<file path="config.mk">
export PLATFORM = sky130hd
export DESIGN_NAME = chip_shift_writer
export DESIGN_NICKNAME = d
export VERILOG_FILES = /design/src/rtl/chip_shift_writer.sv
export SDC_FILE = /design/constraint.sdc
export NUM_CORES = 1
export LEC_CHECK = 0
export BUFFER_PORTS_ARGS = -buffer_cell sky130_fd_sc_hd__buf_2
export CAP_MARGIN = 20
export CORE_MARGIN = 10
export CORE_UTILIZATION = 45
export CTS_CLUSTER_SIZE = 40
export DETAILED_ROUTE_END_ITERATION = 10
export PLACE_DENSITY_LB_ADDON = 0.08
export SLEW_MARGIN = 20
export SYNTH_ARGS = -nofsm -noshare
export SYNTH_HDL_FRONTEND = slang
export SYNTH_SLANG_ARGS = --single-unit
export TNS_END_PERCENT = 100
</file>
<file path="constraint.sdc">
create_clock -name clk -period 2.83 [get_ports clk]
set_clock_uncertainty 0.15 [all_clocks]
set_input_delay 0.1415 -clock clk [delete_from_list [all_inputs] [get_ports clk]]
set_output_delay 0.1415 -clock clk [all_outputs]
set_load 0.01 [all_outputs]
</file>
<file path="src/rtl/chip_shift_writer.sv">
// Serial writer for the speckle sensor chip: turns row/column bit writes and
// key-latch requests into timed sclk/sdata/latch pulses with a ready pulse.
module chip_shift_writer #(
  parameter int CLK_DIV   = 4,
  parameter int KEY_PULSE = 8,
  parameter int NB_CNT    = 16
) (
  input  logic              clk,
  input  logic              rst,
  input  logic              i_row_write,
  input  logic              i_row_data,
  input  logic              i_col_write,
  input  logic              i_col_data,
  input  logic              i_key_write,
  input  logic              i_clear_cnt,
  output logic              o_ready,
  output logic              o_busy,
  output logic              o_row_sdata,
  output logic              o_row_sclk,
  output logic              o_col_sdata,
  output logic              o_col_sclk,
  output logic              o_key_latch,
  output logic [NB_CNT-1:0] o_row_count,
  output logic [NB_CNT-1:0] o_col_count
);

  typedef enum logic [2:0] {
    S_IDLE,
    S_SETUP,
    S_HIGH,
    S_HOLD,
    S_KEY,
    S_DONE,
    S_RELEASE
  } state_t;

  localparam logic [7:0] DIV_LOAD = 8'(CLK_DIV - 1);
  localparam logic [7:0] KEY_LOAD = 8'(KEY_PULSE - 1);
  localparam logic [NB_CNT-1:0] CNT_ONE = {{(NB_CNT-1){1'b0}}, 1'b1};

  state_t state_q, state_d;
  logic [7:0] phase_q, phase_d;
  logic row_req_q, row_req_d, col_req_q, col_req_d, key_req_q, key_req_d;
  logic row_dat_q, row_dat_d, col_dat_q, col_dat_d;
  logic ready_q, ready_d, busy_q, busy_d, key_latch_q, key_latch_d;
  logic row_sdata_q, row_sdata_d, row_sclk_q, row_sclk_d;
  logic col_sdata_q, col_sdata_d, col_sclk_q, col_sclk_d;
  logic [NB_CNT-1:0] row_cnt_q, row_cnt_d, col_cnt_q, col_cnt_d;

  always_comb begin
    state_d   = state_q;
    phase_d   = (phase_q != 8'd0) ? phase_q - 8'd1 : phase_q;
    row_req_d = row_req_q;
    col_req_d = col_req_q;
    key_req_d = key_req_q;
    row_dat_d = row_dat_q;
    col_dat_d = col_dat_q;

    unique case (state_q)
      S_IDLE: begin
        if (i_row_write || i_col_write || i_key_write) begin
          row_req_d = i_row_write;
          col_req_d = i_col_write;
          key_req_d = i_key_write;
          row_dat_d = i_row_data;
          col_dat_d = i_col_data;
          if (i_row_write || i_col_write) begin
            state_d = S_SETUP;
            phase_d = DIV_LOAD;
          end else begin
            state_d = S_KEY;
            phase_d = KEY_LOAD;
          end
        end
      end
      S_SETUP: begin
        if (phase_q == 8'd0) begin
          state_d = S_HIGH;
          phase_d = DIV_LOAD;
        end
      end
      S_HIGH: begin
        if (phase_q == 8'd0) begin
          state_d = S_HOLD;
          phase_d = DIV_LOAD;
        end
      end
      S_HOLD: begin
        if (phase_q == 8'd0) begin
          if (key_req_q) begin
            state_d = S_KEY;
            phase_d = KEY_LOAD;
          end else begin
            state_d = S_DONE;
          end
        end
      end
      S_KEY: begin
        if (phase_q == 8'd0) state_d = S_DONE;
      end
      S_DONE:    state_d = S_RELEASE;
      S_RELEASE: state_d = S_IDLE;
      default:   state_d = S_IDLE;
    endcase

    // Pins are registered from the next state so they change on state entry.
    ready_d     = (state_d == S_DONE);
    busy_d      = (state_d != S_IDLE);
    key_latch_d = (state_d == S_KEY);
    row_sclk_d  = row_req_d && (state_d == S_HIGH);
    col_sclk_d  = col_req_d && (state_d == S_HIGH);
    row_sdata_d = (row_req_d && state_d == S_SETUP) ? row_dat_d : row_sdata_q;
    col_sdata_d = (col_req_d && state_d == S_SETUP) ? col_dat_d : col_sdata_q;

    row_cnt_d = row_cnt_q;
    col_cnt_d = col_cnt_q;
    if (i_clear_cnt) begin
      row_cnt_d = '0;
      col_cnt_d = '0;
    end else if (state_q == S_DONE) begin
      if (row_req_q) row_cnt_d = row_cnt_q + CNT_ONE;
      if (col_req_q) col_cnt_d = col_cnt_q + CNT_ONE;
    end
  end

  always_ff @(posedge clk) begin
    if (rst) begin
      state_q     <= S_IDLE;
      phase_q     <= 8'd0;
      row_req_q   <= 1'b0;
      col_req_q   <= 1'b0;
      key_req_q   <= 1'b0;
      row_dat_q   <= 1'b0;
      col_dat_q   <= 1'b0;
      ready_q     <= 1'b0;
      busy_q      <= 1'b0;
      key_latch_q <= 1'b0;
      row_sdata_q <= 1'b0;
      row_sclk_q  <= 1'b0;
      col_sdata_q <= 1'b0;
      col_sclk_q  <= 1'b0;
      row_cnt_q   <= '0;
      col_cnt_q   <= '0;
    end else begin
      state_q     <= state_d;
      phase_q     <= phase_d;
      row_req_q   <= row_req_d;
      col_req_q   <= col_req_d;
      key_req_q   <= key_req_d;
      row_dat_q   <= row_dat_d;
      col_dat_q   <= col_dat_d;
      ready_q     <= ready_d;
      busy_q      <= busy_d;
      key_latch_q <= key_latch_d;
      row_sdata_q <= row_sdata_d;
      row_sclk_q  <= row_sclk_d;
      col_sdata_q <= col_sdata_d;
      col_sclk_q  <= col_sclk_d;
      row_cnt_q   <= row_cnt_d;
      col_cnt_q   <= col_cnt_d;
    end
  end

  assign o_ready     = ready_q;
  assign o_busy      = busy_q;
  assign o_key_latch = key_latch_q;
  assign o_row_sdata = row_sdata_q;
  assign o_row_sclk  = row_sclk_q;
  assign o_col_sdata = col_sdata_q;
  assign o_col_sclk  = col_sclk_q;
  assign o_row_count = row_cnt_q;
  assign o_col_count = col_cnt_q;

endmodule
</file>
==> reports/metrics.cfg <==
[route]
wl_per_cell_um = 13.8
drc = 0
vias = 2378
viasPerCell = 5.37
final_antenna_net_count = 0
wl_um = 6140
drt_iter0_drc = 107
dr.pass1.iters = 4

[global_routing]
first_global_vias = 2169
grt_usage = 0.124
grt_max_degree = 30
grt_overflow_total = 0
grt_antenna_before_repair = 0
grt_first_pass_wirelength_um = 10200

[cts]
cts_tree = done
numCtsBuffers = 5
post_cts_resized = 0
path_clk_slew_ps = 100
cts_root_buf = clkbuf_8
cts_htree_levels = 2
worstSkewPairLatency_ps = 310
cts.sinks = 55
clockBufferDepth = 2

[place]
dpl.hpwl_um = 4400
dp_slack_ps = 589
routabilityCongestion = 0.818
placedCellCount = 432
io_buffers = 46

[worst_setup_path]
timing.rr.start = phase_q[0]$_SDFF_PP0_
cp-end-kind = flop
worstSetupPathType = reg2reg
critPathMaxFanout = 7
arrival_ps = 2380
r2r_cells = 7
reg2reg_slack_ps = 560
reg2reg_to = o_ready$_SDFF_PP0_
cp-start-kind = flop
required_ps = 2940

[yosys]
synthDistinctLibCells = 53
syn_nets = 332
ys_top_cells_by_area = dfxtp_1 (41%), nor2_1 (6.0%), xnor2_1 (4.8%)
synth_edf_count = 0
synth_simple_gate_area_frac = 0.297
synth_xor_area_frac = 0.0775
synth_compound_area_frac = 0.144
synth_common_cells = dfxtp_1 (55), nor2_1 (43), nand2_1 (28)
synth_mux_area_frac = 0.0198
postSynthCellCount = 320
yosysSeqAreaShare = 0.406
synth_area_mm2 = 0.00271
yosysMostFrequentCell = dfxtp_1
yosysTopAreaCell = dfxtp_1
synth.top_cell.area_share = 0.406
ys.flop_type = dfxtp_1
yosys_warnings = 0
synth-seq-cells = 55
async_flop_share = 0
synth_top_family_by_area = simple AND/OR/NAND/NOR gates
syn_area_per_cell_um2 = 8.48
yosys.area_share.adder = 0.0185

[sta]
hold_violations = 0
maxSlewHeadroom = 0.583
worst_pin_slew_ps = 624
rsz0062_at_grt = no
fmax_ghz = 0.441
drv_slew = 0
min_period_over_period = 0.801
setup_viol = 0
tns_ps = 0
fin_crit_ps = 2270
fin_ws_ps = 563

[cells_and_area]
final_nets = 379
layoutNonFillerInstCount = 443
diodes = 0
utilization = 0.534
area_growth_pct = 15.8
fill_cells = 561
drive_above_1_share = 0.207

[power]
powerDensity_mw_per_mm2 = 803
irDropWorstVdd_uv = 710
power_uw = 2520
p_leak_uw = 0.00130

[floorplanning]
initial_core_util = 0.461
ioPinCount = 47
die_w_um = 97.6
core_area_mm2 = 0.00589
rows = 28
die_area_mm2 = 0.00953
dieHeight_um = 97.6

[hold_path]
hold_path_end = o_busy$_SDFF_PP0_
min-delay-path-class = in2reg
hold_depth = 3
min_from = i_key_write

[outcome]
status = finished, final reports clean

[job]
cap_viol_max_count = 0

-- what timing repair did --
action | 4_1_cts | 5_1_grt
endpoints found under the hold margin | 4 | 0
hold buffers | 3 | 0
setup buffers | 0 | 0
-- worst max-delay path, stage by stage, from the launching register on --
cell	delay, ps
dfxtp_1	350
inv_1	80
ha_1	240
or3b_2	560
nor2_8	170
inv_4	70
a2111oi_0	430
o21ba_1	160
-- cells in the final DEF, fill, tap and decap left out, types with 5 or more instances in the layout --
cell / n
nor2_1: 43
inv_1: 8
xnor2_1: 15
o21ai_0: 11
or3_1: 5
nor4_1: 5
xor2_1: 9
buf_4: 5
a21oi_1: 20
o31ai_1: 5
nor3_1: 11
nand3_1: 14
nand4_1: 8
nand2_1: 28
buf_2: 46
a31oi_1: 5
dfxtp_1: 55
clkbuf_8: 7
-- metal layers --
metal | up-vias | wire (um) | global-route usage | part of all wire
met1 | 1078 | 2970 | 0.154 | 0.48
met2 | 48 | 2780 | 0.199 | 0.45
met4 | 0 | 73 | 0.0436 | 0.012
met3 | 9 | 312 | 0.0334 | 0.051
li1 | 1243 | - | - | -
met5 | - | 0 | 0 | 0
-- power by group --
group | internal [uW] | switching [uW]
clock network | 224 | 255
logic | 449 | 593
registers | 881 | 119
-- cells by family after synthesis --
kind of cell	after synthesis
flops	55
compound gates	60
simple gates	149
buf+inv	23
xor+xnor	24
fa+ha+maj	4
mux	5
-- per-stage QoR --
stage / hold WS [ps] / cell area [um^2]
3_5_place_dp: 279 / 3010
4_1_cts: 27.9 / 3140
6_report: 37.4 / 3140
5_1_grt: 32.9 / 3140
3_3_place_gp: 267 / 3010
2_1_floorplan: 153 / 2710
-- cell type report --
cell class	count	area, um^2	area share
multi-input combinational	242	1510	0.481
clock buffer	8	100	0.0319
timing repair buffer	54	298	0.0948
inverter	9	36.3	0.0116
tap	75	93.8	0.0299
sequential	55	1100	0.351
-- how the worst max path moves through the flow --
stage	slack, ps	start	cells after the start	endpoint
detailed placement	590	phase_q[0]$_SDFF_PP0_	7	o_ready$_SDFF_PP0_
floorplan	760	phase_q[0]$_SDFF_PP0_	7	o_ready$_SDFF_PP0_
global placement	680	phase_q[0]$_SDFF_PP0_	7	o_ready$_SDFF_PP0_
finish	560	phase_q[0]$_SDFF_PP0_	7	o_ready$_SDFF_PP0_
global route	390	phase_q[0]$_SDFF_PP0_	7	o_ready$_SDFF_PP0_
CTS	570	phase_q[0]$_SDFF_PP0_	7	o_ready$_SDFF_PP0_
-- sequential cells by signal (all words and copies together) (netlist names) --
register / flops
o_key_latch: 1
row_req_q: 1
o_col_sdata: 1
col_req_q: 1
state_q: 3
o_row_count: 16
phase_q: 8
o_row_sdata: 1
col_dat_q: 1
o_busy: 1
o_row_sclk: 1
o_col_sclk: 1
row_dat_q: 1
o_ready: 1
key_req_q: 1
o_col_count: 16
No activity file was read; power rests on OpenSTA's default activity.
